## config.mk

```make
export PLATFORM = sky130hd
export DESIGN_NAME = uart_core_p_flat
export DESIGN_NICKNAME = d
export VERILOG_FILES = /design/src/rtl/uart_core_p_if.sv /design/src/rtl/uart_core_p.sv /design/src/flat_wrapper.sv
export SDC_FILE = /design/constraint.sdc
export NUM_CORES = 1
export LEC_CHECK = 0
export ABC_CLOCK_PERIOD_IN_PS = 1500
export CAP_MARGIN = 25
export CORE_AREA = 3 3 75 84
export CTS_CLUSTER_SIZE = 40
export DETAILED_ROUTE_END_ITERATION = 10
export DIE_AREA = 0 0 78 87
export PLACE_DENSITY = 0.74
export SETUP_SLACK_MARGIN = 0.15
export SYNTH_ARGS = -nofsm -noshare
export SYNTH_HDL_FRONTEND = slang
export SYNTH_SLANG_ARGS = --single-unit
```

## constraint.sdc

```tcl
create_clock -name clk -period 1.5 [get_ports clk]
set_input_delay 0.45 -clock clk [delete_from_list [all_inputs] [get_ports clk]]
set_output_delay 0.45 -clock clk [all_outputs]
set_load 0.02 [all_outputs]
```

## src/rtl/uart_core_p_if.sv

```systemverilog
// Host-side parallel bus of uart_core_p: receive word with its strobe and
// transmit word with its request/permit handshake.
interface uart_core_p_if #(
   parameter int DATA_BITS = 8
);
   logic [DATA_BITS+1:0] PalDataOut;
   logic                 PalDataOutValid;
   logic [DATA_BITS-1:0] PalDataIn;
   logic                 PalDataInEn;
   logic                 PalDataInPermit;

   modport master (
      output PalDataIn, PalDataInEn,
      input  PalDataOut, PalDataOutValid, PalDataInPermit
   );

   modport slave (
      input  PalDataIn, PalDataInEn,
      output PalDataOut, PalDataOutValid, PalDataInPermit
   );
endinterface

```

## src/rtl/uart_core_p.sv

```systemverilog
// Parametrised full-duplex UART core with majority-vote receive sampling,
// parity/framing error flags and an internal loopback path.
module uart_core_p #(
   parameter int DATA_BITS  = 8,
   parameter int PARITY     = 0,
   parameter int STOP_BITS  = 1,
   parameter int OVERSAMPLE = 16,
   parameter int PRESCALE   = 3
) (
   input  logic clk,
   input  logic rst,
   input  logic LoopBack,
   input  logic SerDataIn,
   output logic SerDataOut,
   uart_core_p_if.slave host
);
   localparam int CPB = OVERSAMPLE * PRESCALE;
   localparam int CW  = $clog2(CPB);
   localparam logic [CW-1:0] LAST  = CW'(CPB - 1);
   localparam logic [CW-1:0] SAMP0 = CW'(CPB / 2 - 2);
   localparam logic [CW-1:0] SAMP1 = CW'(CPB / 2 - 1);
   localparam logic [CW-1:0] SAMP2 = CW'(CPB / 2);
   localparam logic [3:0]    LASTDATA = 4'(DATA_BITS - 1);
   localparam logic [3:0]    LASTSTOP = 4'(STOP_BITS - 1);

   typedef enum logic [2:0] {IDLE, START, DATA, PAR, STOP} state_t;

   state_t               r_txState, w_txStateNext;
   logic [CW-1:0]        r_txCnt, w_txCntNext;
   logic [3:0]           r_txBit, w_txBitNext;
   logic [DATA_BITS-1:0] r_txShift, w_txShiftNext;
   logic                 r_txParity, w_txParityNext;
   logic                 w_txLine, w_txAccept, w_txBitEnd;

   state_t               r_rxState, w_rxStateNext;
   logic [CW-1:0]        r_rxCnt, w_rxCntNext;
   logic [3:0]           r_rxBit, w_rxBitNext;
   logic [DATA_BITS-1:0] r_rxShift, w_rxShiftNext;
   logic                 r_rxParBit, w_rxParBitNext;
   logic                 r_samp0, w_samp0Next, r_samp1, w_samp1Next;
   logic [DATA_BITS+1:0] r_rxOut, w_rxOutNext;
   logic                 r_rxValid, w_rxValidNext;
   logic                 r_sync1, r_sync2, r_prev;
   logic                 w_rxLine, w_rxMaj, w_rxCenter, w_rxBitEnd;
   logic                 w_parXor, w_parErr;

   assign host.PalDataInPermit = (r_txState == IDLE) && !rst;
   assign w_txAccept           = host.PalDataInEn && host.PalDataInPermit;
   assign w_txBitEnd           = (r_txCnt == LAST);
   assign SerDataOut           = LoopBack ? 1'b1 : w_txLine;

   assign w_rxLine   = LoopBack ? w_txLine : SerDataIn;
   assign w_rxMaj    = (r_samp0 & r_samp1) | (r_samp0 & r_sync2) | (r_samp1 & r_sync2);
   assign w_rxCenter = (r_rxCnt == SAMP2);
   assign w_rxBitEnd = (r_rxCnt == LAST);
   assign w_parXor   = ^{r_rxShift, r_rxParBit};
   assign w_parErr   = (PARITY == 1) ? ~w_parXor : ((PARITY == 2) ? w_parXor : 1'b0);

   assign host.PalDataOut      = r_rxOut;
   assign host.PalDataOutValid = r_rxValid;

   // Transmit sequencing: bit timer, bit index and the serial line level per state.
   always_comb begin
      w_txStateNext  = r_txState;
      w_txCntNext    = r_txCnt + 1'b1;
      w_txBitNext    = r_txBit;
      w_txShiftNext  = r_txShift;
      w_txParityNext = r_txParity;
      w_txLine       = 1'b1;
      case (r_txState)
         IDLE: begin
            w_txCntNext = '0;
            if (w_txAccept) begin
               w_txStateNext  = START;
               w_txShiftNext  = host.PalDataIn;
               w_txParityNext = (PARITY == 1) ? ~^host.PalDataIn : ^host.PalDataIn;
               w_txBitNext    = '0;
            end
         end
         START: begin
            w_txLine = 1'b0;
            if (w_txBitEnd) begin
               w_txStateNext = DATA;
               w_txCntNext   = '0;
               w_txBitNext   = '0;
            end
         end
         DATA: begin
            w_txLine = r_txShift[0];
            if (w_txBitEnd) begin
               w_txCntNext   = '0;
               w_txShiftNext = r_txShift >> 1;
               if (r_txBit == LASTDATA) begin
                  w_txBitNext   = '0;
                  w_txStateNext = (PARITY != 0) ? PAR : STOP;
               end else begin
                  w_txBitNext = r_txBit + 1'b1;
               end
            end
         end
         PAR: begin
            w_txLine = r_txParity;
            if (w_txBitEnd) begin
               w_txStateNext = STOP;
               w_txCntNext   = '0;
               w_txBitNext   = '0;
            end
         end
         STOP: begin
            w_txLine = 1'b1;
            if (w_txBitEnd) begin
               w_txCntNext = '0;
               if (r_txBit == LASTSTOP) begin
                  w_txStateNext = IDLE;
                  w_txBitNext   = '0;
               end else begin
                  w_txBitNext = r_txBit + 1'b1;
               end
            end
         end
         default: w_txStateNext = IDLE;
      endcase
      if (rst) w_txLine = 1'b1;
   end

   // Transmit state register; reset abandons any frame in flight.
   always_ff @(posedge clk) begin
      if (rst) begin
         r_txState  <= IDLE;
         r_txCnt    <= '0;
         r_txBit    <= '0;
         r_txShift  <= '0;
         r_txParity <= 1'b0;
      end else begin
         r_txState  <= w_txStateNext;
         r_txCnt    <= w_txCntNext;
         r_txBit    <= w_txBitNext;
         r_txShift  <= w_txShiftNext;
         r_txParity <= w_txParityNext;
      end
   end

   // Two-flop synchronizer plus previous-sample register for falling-edge start detection.
   always_ff @(posedge clk) begin
      if (rst) begin
         r_sync1 <= 1'b1;
         r_sync2 <= 1'b1;
         r_prev  <= 1'b1;
      end else begin
         r_sync1 <= w_rxLine;
         r_sync2 <= r_sync1;
         r_prev  <= r_sync2;
      end
   end

   // Receive sequencing: three samples around bit centre, decision on the last one.
   always_comb begin
      w_rxStateNext  = r_rxState;
      w_rxCntNext    = r_rxCnt + 1'b1;
      w_rxBitNext    = r_rxBit;
      w_rxShiftNext  = r_rxShift;
      w_rxParBitNext = r_rxParBit;
      w_samp0Next    = (r_rxCnt == SAMP0) ? r_sync2 : r_samp0;
      w_samp1Next    = (r_rxCnt == SAMP1) ? r_sync2 : r_samp1;
      w_rxOutNext    = r_rxOut;
      w_rxValidNext  = 1'b0;
      case (r_rxState)
         IDLE: begin
            w_rxCntNext = '0;
            if (r_prev && !r_sync2) w_rxStateNext = START;
         end
         START: begin
            if (w_rxCenter && w_rxMaj) begin
               w_rxStateNext = IDLE;
            end else if (w_rxBitEnd) begin
               w_rxStateNext = DATA;
               w_rxCntNext   = '0;
               w_rxBitNext   = '0;
            end
         end
         DATA: begin
            if (w_rxCenter) w_rxShiftNext = {w_rxMaj, r_rxShift[DATA_BITS-1:1]};
            if (w_rxBitEnd) begin
               w_rxCntNext = '0;
               if (r_rxBit == LASTDATA) begin
                  w_rxBitNext   = '0;
                  w_rxStateNext = (PARITY != 0) ? PAR : STOP;
               end else begin
                  w_rxBitNext = r_rxBit + 1'b1;
               end
            end
         end
         PAR: begin
            if (w_rxCenter) w_rxParBitNext = w_rxMaj;
            if (w_rxBitEnd) begin
               w_rxStateNext = STOP;
               w_rxCntNext   = '0;
            end
         end
         STOP: begin
            if (w_rxCenter) begin
               w_rxOutNext   = {~w_rxMaj, w_parErr, r_rxShift};
               w_rxValidNext = 1'b1;
               w_rxStateNext = IDLE;
            end
         end
         default: w_rxStateNext = IDLE;
      endcase
   end

   // Receive state register and the registered host-side word/strobe.
   always_ff @(posedge clk) begin
      if (rst) begin
         r_rxState  <= IDLE;
         r_rxCnt    <= '0;
         r_rxBit    <= '0;
         r_rxShift  <= '0;
         r_rxParBit <= 1'b0;
         r_samp0    <= 1'b1;
         r_samp1    <= 1'b1;
         r_rxOut    <= '0;
         r_rxValid  <= 1'b0;
      end else begin
         r_rxState  <= w_rxStateNext;
         r_rxCnt    <= w_rxCntNext;
         r_rxBit    <= w_rxBitNext;
         r_rxShift  <= w_rxShiftNext;
         r_rxParBit <= w_rxParBitNext;
         r_samp0    <= w_samp0Next;
         r_samp1    <= w_samp1Next;
         r_rxOut    <= w_rxOutNext;
         r_rxValid  <= w_rxValidNext;
      end
   end
endmodule

```

## src/flat_wrapper.sv

```systemverilog
// flat-port wrapper written by rule: the top's interface ports become plain ports
module uart_core_p_flat 
#(
   parameter int DATA_BITS  = 8,
   parameter int PARITY     = 0,
   parameter int STOP_BITS  = 1,
   parameter int OVERSAMPLE = 16,
   parameter int PRESCALE   = 3
)
  (clk, rst, LoopBack, SerDataIn, SerDataOut, host_PalDataIn, host_PalDataInEn, host_PalDataOut, host_PalDataOutValid, host_PalDataInPermit);
  uart_core_p_if #(.DATA_BITS(DATA_BITS)) host_i ();
  input  logic clk;
  input  logic rst;
  input  logic LoopBack;
  input  logic SerDataIn;
  output logic SerDataOut;
  input wire logic [$bits(host_i.PalDataIn)-1:0] host_PalDataIn;
  input wire logic [$bits(host_i.PalDataInEn)-1:0] host_PalDataInEn;
  output wire logic [$bits(host_i.PalDataOut)-1:0] host_PalDataOut;
  output wire logic [$bits(host_i.PalDataOutValid)-1:0] host_PalDataOutValid;
  output wire logic [$bits(host_i.PalDataInPermit)-1:0] host_PalDataInPermit;
  assign host_i.PalDataIn = host_PalDataIn;
  assign host_i.PalDataInEn = host_PalDataInEn;
  assign host_PalDataOut = host_i.PalDataOut;
  assign host_PalDataOutValid = host_i.PalDataOutValid;
  assign host_PalDataInPermit = host_i.PalDataInPermit;
  uart_core_p #(.DATA_BITS(DATA_BITS), .PARITY(PARITY), .STOP_BITS(STOP_BITS), .OVERSAMPLE(OVERSAMPLE), .PRESCALE(PRESCALE)) u_core (.clk(clk), .rst(rst), .LoopBack(LoopBack), .SerDataIn(SerDataIn), .SerDataOut(SerDataOut), .host(host_i));
endmodule
```

* After elaboration in Yosys (flattened, before gate mapping)
Cells that the tools add are included.
** Storage, ports and cells
- Bits in writable memories :: 0
- Memory bits (read-only) :: 0
- Flip-flop bits (word level) :: 58
- Output and inout bits :: 13
- Input bits :: 13
- Bits in latches :: 0
- Memories kept :: 0
** Cells by class
- $add $sub $neg :: 4
- Muxes and demuxes :: 41
- Reductions and logical operators :: 25
- Shifts and indexed selects :: 0
- $lt $le $gt $ge :: 0
- Bitwise gates (word level) :: 7
- Equality and inequality tests :: 31
- $mul :: 0
- Divide/modulo/power cells :: 0
** Operators by type and width (number)
- 3-bit two-way mux :: 14
- 4-bit two-way mux :: 10
- 3-bit case mux with 5 select lines :: 2
- 2-bit by 1-bit inequality test with 1-bit output (second input constant) :: 14
- 6-bit by 5-bit == test with 1-bit output (second input constant) :: 3
- 6-bit two-way mux :: 3
- 6-bit case mux with 3 select lines :: 1
- 8-bit two-way mux :: 2
- 4-bit case mux with 4 select lines :: 1
- 8-bit case mux with 2 select lines :: 1
- 6-bit by 1-bit adder with 6-bit output (second input constant) :: 2
- 3-bit by 2-bit == test with 1-bit output (second input constant) :: 4
- 6-bit == test (second input constant) :: 2
- 6-bit case mux with 2 select lines :: 1
- 4-bit by 1-bit adder with 4-bit output (second input constant) :: 2
- 4-bit by 3-bit == test with 1-bit output (second input constant) :: 2
- 4-bit case mux with 2 select lines :: 1
- 8-bit XOR reduction :: 1
- 7-bit AND reduction :: 1
- 3-bit by 1-bit == test with 1-bit output (second input constant) :: 2
- 3-bit == test (second input constant) :: 2
- 3-bit zero test :: 2
- 2-bit AND reduction :: 3
- 6-bit AND reduction :: 1
- other kinds (17) :: 31

* Logic depth before layout (Yosys ltp)
- Depth after elaboration :: 6
- Depth in mapped cells :: 6
- Gate-level depth less buffers :: 6

* Least setup slack after synthesis
Ideal clock, no wire load.
- Kind :: in2reg
- Start :: input rst
- End :: register u_core.r_txShift[0]
- Setup time :: 0.091 ns
- Buffers on the path :: 2
- Stages :: 6
- Arrival time :: 1.738 ns
- Setup slack :: -0.329 ns
- Cell sequence :: clkbuf_1 nor4_2 and2_1 buf_4 nor3_1 a311oi_1
** On the way
- Word-level cells in the longest chain between the ends :: 5
** RTL lines
- start, declared :: RTL line flat_wrapper.sv:13 : input logic rst;
- 1-bit zero test :: RTL line uart_core_p.sv:47 : assign host.PalDataInPermit = (r_txState == IDLE) && !rst;
- 1-bit logical AND :: RTL line uart_core_p.sv:47
- via host_PalDataInPermit :: RTL line flat_wrapper.sv:21 : output wire logic [$bits(host_i.PalDataInPermit)-1:0] host_PalDataInPermit;
- 1-bit logical AND :: RTL line uart_core_p.sv:48 : assign w_txAccept = host.PalDataInEn && host.PalDataInPermit;
- 2-bit by 1-bit inequality test with 1-bit output (no source line)
- 3-bit AND reduction (no source line)
- end signal, assigned :: RTL line uart_core_p.sv:138 : r_txShift <= w_txShiftNext;
- end, declared :: RTL line uart_core_p.sv:31 : logic [DATA_BITS-1:0] r_txShift, w_txShiftNext;
The timed path passes the listed nets, and every way through them passes these cells.
A chain may end at the register's enable or synchronous reset.

* Final worst setup path
- Start :: register u_core.r_txShift[0]
- End :: output SerDataOut
** On the way
- Word-level cells in the longest chain between the ends :: 3
** RTL lines
- 1-bit case mux with 3 select lines :: RTL line uart_core_p.sv:70 : case (r_txState)
- 1-bit two-way mux :: RTL line uart_core_p.sv:123 : if (rst) w_txLine = 1'b1;
- 1-bit two-way mux :: RTL line uart_core_p.sv:50 : assign SerDataOut = LoopBack ? 1'b1 : w_txLine;
- end, declared :: RTL line flat_wrapper.sv:16 : output logic SerDataOut;
Every way passes these cells.

==> impl_metrics.env <==
export IMPL_status="finished with violations"
export IMPL_violations="setup timing"
export IMPL_syn_area_per_cell_sq_um=9.19
export IMPL_synth_top_area_share_pct=41.3
export IMPL_critPathKind="register to output port"
export IMPL_design_area_sq_um=4180
export IMPL_routed_via_density=5.56
export IMPL_ir_drop_uv=661
export IMPL_synth_seq_area_share_pct=41.3
export IMPL_routed_via_count=2623
export IMPL_relSlewSlack_pct=63.1
export IMPL_fin_ws_ns=-0.472
export IMPL_grt_pass1_vias=2495
export IMPL_die_area_sq_um=6790
export IMPL_placedCellCount=423
export IMPL_finClkSkew_ns=0.0110
export IMPL_grt_overflow_total=0
export IMPL_intPower_mw=2.78
export IMPL_port_buffer_count=24
export IMPL_synth_nets=326
export IMPL_die_w_microns=78
export IMPL_layout_nets=412
export IMPL_grt_total_usage_pct=20.6
export IMPL_ys_warn_count=0
export IMPL_hold_class="register to register"
export IMPL_ys_ff_latch=58
export IMPL_drtIter0Drc=112
export IMPL_postCtsHoldBufs=0
export IMPL_critPathLaunchType="register"
export IMPL_fin_cells=472
export IMPL_power_density_nw_per_um2=877
export IMPL_fin_crit_sh_pct=131
export IMPL_grt_max_degree=26
export IMPL_fmax_ghz=0.507
export IMPL_post_route_util_pct=76.4
export IMPL_fillerInstances=368
export IMPL_cts_sinks=58
export IMPL_syn_inst=306
export IMPL_htreeDepth=3
export IMPL_layout_min_cycle_time_ns=1.97
export IMPL_cap_violations=0
export IMPL_drtPass1Iterations=6
export IMPL_rsz0062_at_grt="true"
export IMPL_power_mw=3.66
export IMPL_cts_buffers=9
export IMPL_sw_frac_of_total_pct=24.1
export IMPL_synth_top_cell_by_area="dfxtp_1"
export IMPL_wl_microns=7310
export IMPL_drc=0
export IMPL_setup_tns_ns=-5.20
export IMPL_syn2layout_area_growth_pct=48.6
export IMPL_setup_viol=23
export IMPL_p_sw_mw=0.884
export IMPL_clkSlewWorstSetupHoldPaths_ns=0.07
export IMPL_cts_buffer_depth=2
export IMPL_n_antenna_cell=0
export IMPL_cts_tree="done"
export IMPL_worstPathArrival_ns=1.52
export IMPL_io_pins=26
export IMPL_grt_pass1_wl_microns=11000
export IMPL_dpl_cell_area_sq_um=3450
export IMPL_post_drt_wl_per_cell_microns=15.5
export IMPL_p_seq_share_pct=43.9
export IMPL_ant_nets=0
export IMPL_root_buffer="clkbuf_8"
export IMPL_start_util_pct=51.4
export IMPL_required_ns=1.05
export IMPL_p_clk_share_pct=44.7
export IMPL_dp_hpwl_microns=4120
export IMPL_async_flop_share_pct=0
export IMPL_synth_edf_count=0
export IMPL_layout_drive_gt1_share_pct=44.3
export IMPL_clk_latency_ns=0.35
export IMPL_setup_worst_path_end_class="output port"
export IMPL_core_area_sq_um=5470
export IMPL_gp_congestion=0.809
export IMPL_hold_viol_final=0
export IMPL_worstMarginPinSlew_ns=0.552
export IMPL_synth_cell_area_sq_um=2810
export IMPL_worstPathMaxFanout=2
export IMPL_antenna_found_initial=0
export IMPL_yosys_top_cells_area="dfxtp_1, mux2i_1, nor2_1"
export IMPL_ys_flop_type="dfxtp_1"
export IMPL_slew_viol_final=0
export IMPL_num_rows=28
export IMPL_pwr_share_comb_pct=11.4
export IMPL_synth_cell_types=61
export IMPL_die_h_microns=87
export IMPL_leakagePower_nw=1.64
==> registers in the layout, summed over array words and instances (netlist names) <==
name and cells:
u_core.host.PalDataOut 9, u_core.r_rxShift 8, u_core.r_txShift 8, u_core.r_rxCnt 6, u_core.r_txCnt 6, u_core.r_rxBit 4, u_core.r_txBit 4, u_core.r_rxState 3
u_core.r_txState 3, u_core.host.PalDataOutValid 1, u_core.r_prev 1, u_core.r_samp0 1, u_core.r_samp1 1, u_core.r_sync1 1, u_core.r_sync2 1, u_core.r_txParity 1
==> layout by cell type, fill, tap and decap left out, types with 3 or more instances in the layout <==
cell type	instances
nand3_2	4
buf_4	50
clkdlybuf4s50_1	11
o21ai_1	6
dfxtp_2	8
nand3_1	9
xor2_1	4
nor2_2	4
a311oi_1	7
clkbuf_8	10
a21oi_2	8
o21ai_2	3
buf_2	11
buf_8	3
dfxtp_4	4
a21o_1	4
nor2_1	31
nand2b_4	3
dfxtp_1	46
a311o_1	3
nand2_1	19
mux2i_1	17
nor2b_1	3
nor3_1	5
buf_12	3
xnor2_1	12
inv_1	7
nor3_2	5
ha_1	5
buf_6	12
a21oi_1	6
or3_4	3
==> final cells by class <==
| class | instances | area (sq um) | share of cell area [%] |
|---|---|---|---|
| Multi-Input combinational cell | 224 | 1860 | 44.4 |
| Sequential cell | 58 | 1190 | 28.4 |
| Timing Repair Buffer | 90 | 781 | 18.7 |
| Clock buffer | 10 | 138 | 3.29 |
| Tap cell | 75 | 93.8 | 2.25 |
| Clock inverter | 6 | 90.1 | 2.16 |
| Inverter | 9 | 33.8 | 0.809 |
==> metal layers <==
layer,track usage [%],wire length [microns]
met5,0,0
met4,12.1,188
met3,3.73,204
met2,36.4,3830
met1,23.3,3090
==> power groups by stage <==
| stage | Clock [mW] | Sequential [mW] | Combinational, mW |
|---|---|---|---|
| finish | 1.64 | 1.61 | 0.418 |
| detailed placement | 0 | 1.64 | 0.321 |
| global placement | 0 | 1.64 | 0.317 |
| floorplan | 0 | 1.64 | 0.217 |
| CTS | 1.66 | 1.61 | 0.357 |
| global route | 1.71 | 1.61 | 0.448 |
==> final timing paths <==
path	from	end	slack [ns]	cells past startpoint
setup / recovery	u_core.r_txShift[0]	SerDataOut	-0.47	5
setup reg to reg	u_core.r_txState[1]	u_core.r_txBit[3]	-0.43	9
hold / removal	u_core.r_sync1	u_core.r_sync2	0.41	1
hold reg to reg	u_core.r_sync1	u_core.r_sync2	0.41	1
==> cell usage after synthesis, drive strengths merged (4+ instances only) <==
cell	instances
dfxtp	58
nor2	36
nand2	21
mux2i	18
a21oi	14
nand3	14
xnor2	13
nor3	12
o21ai	11
buf	9
inv	9
clkbuf	8
a311oi	7
ha	7
a21o	4
nand2b	4
nor3b	4
or3	4
xor2	4
==> critical path: stages (launching register included) <==
cell	delay [ns]
dfxtp_2	0.33
inv_2	0.04
a21oi_1	0.05
a311o_1	0.29
or3_4	0.33
buf_6	0.14
==> through the flow <==
step,worst slack (ns),hold slack [ns]
after floorplan,-0.153,0.389
after global placement,-0.713,0.391
after detailed placement,-0.716,0.393
after CTS,-0.480,0.407
after global routing,-0.502,0.416
final,-0.472,0.408
==> timing repair <==
item,4_1_cts,5_1_grt
cloned,1,1
resized for setup,95,38
hold endpoints to repair,0,0
pin swaps,49,19
setup endpoints to repair,58,55
buffers inserted,16,15
==> kinds of logic (layout without fill, tap and decap cells) <==
| family | Yosys count | in the layout | share of synthesized area (%) |
|---|---|---|---|
| DFF | 58 | 58 | 41.3 |
| buffers and inverters | 26 | 115 | 4.49 |
| adders and majority gates | 8 | 8 | 3.47 |
| AOI/OAI and AO/OA | 56 | 56 | 14.6 |
| other | 1 | 1 | 0.133 |
| muxes | 18 | 18 | 6.41 |
| xor gates and xnor gates | 17 | 17 | 5.30 |
| and+or+nand+nor | 122 | 124 | 24.3 |
(Power assumes the default switching activity.)
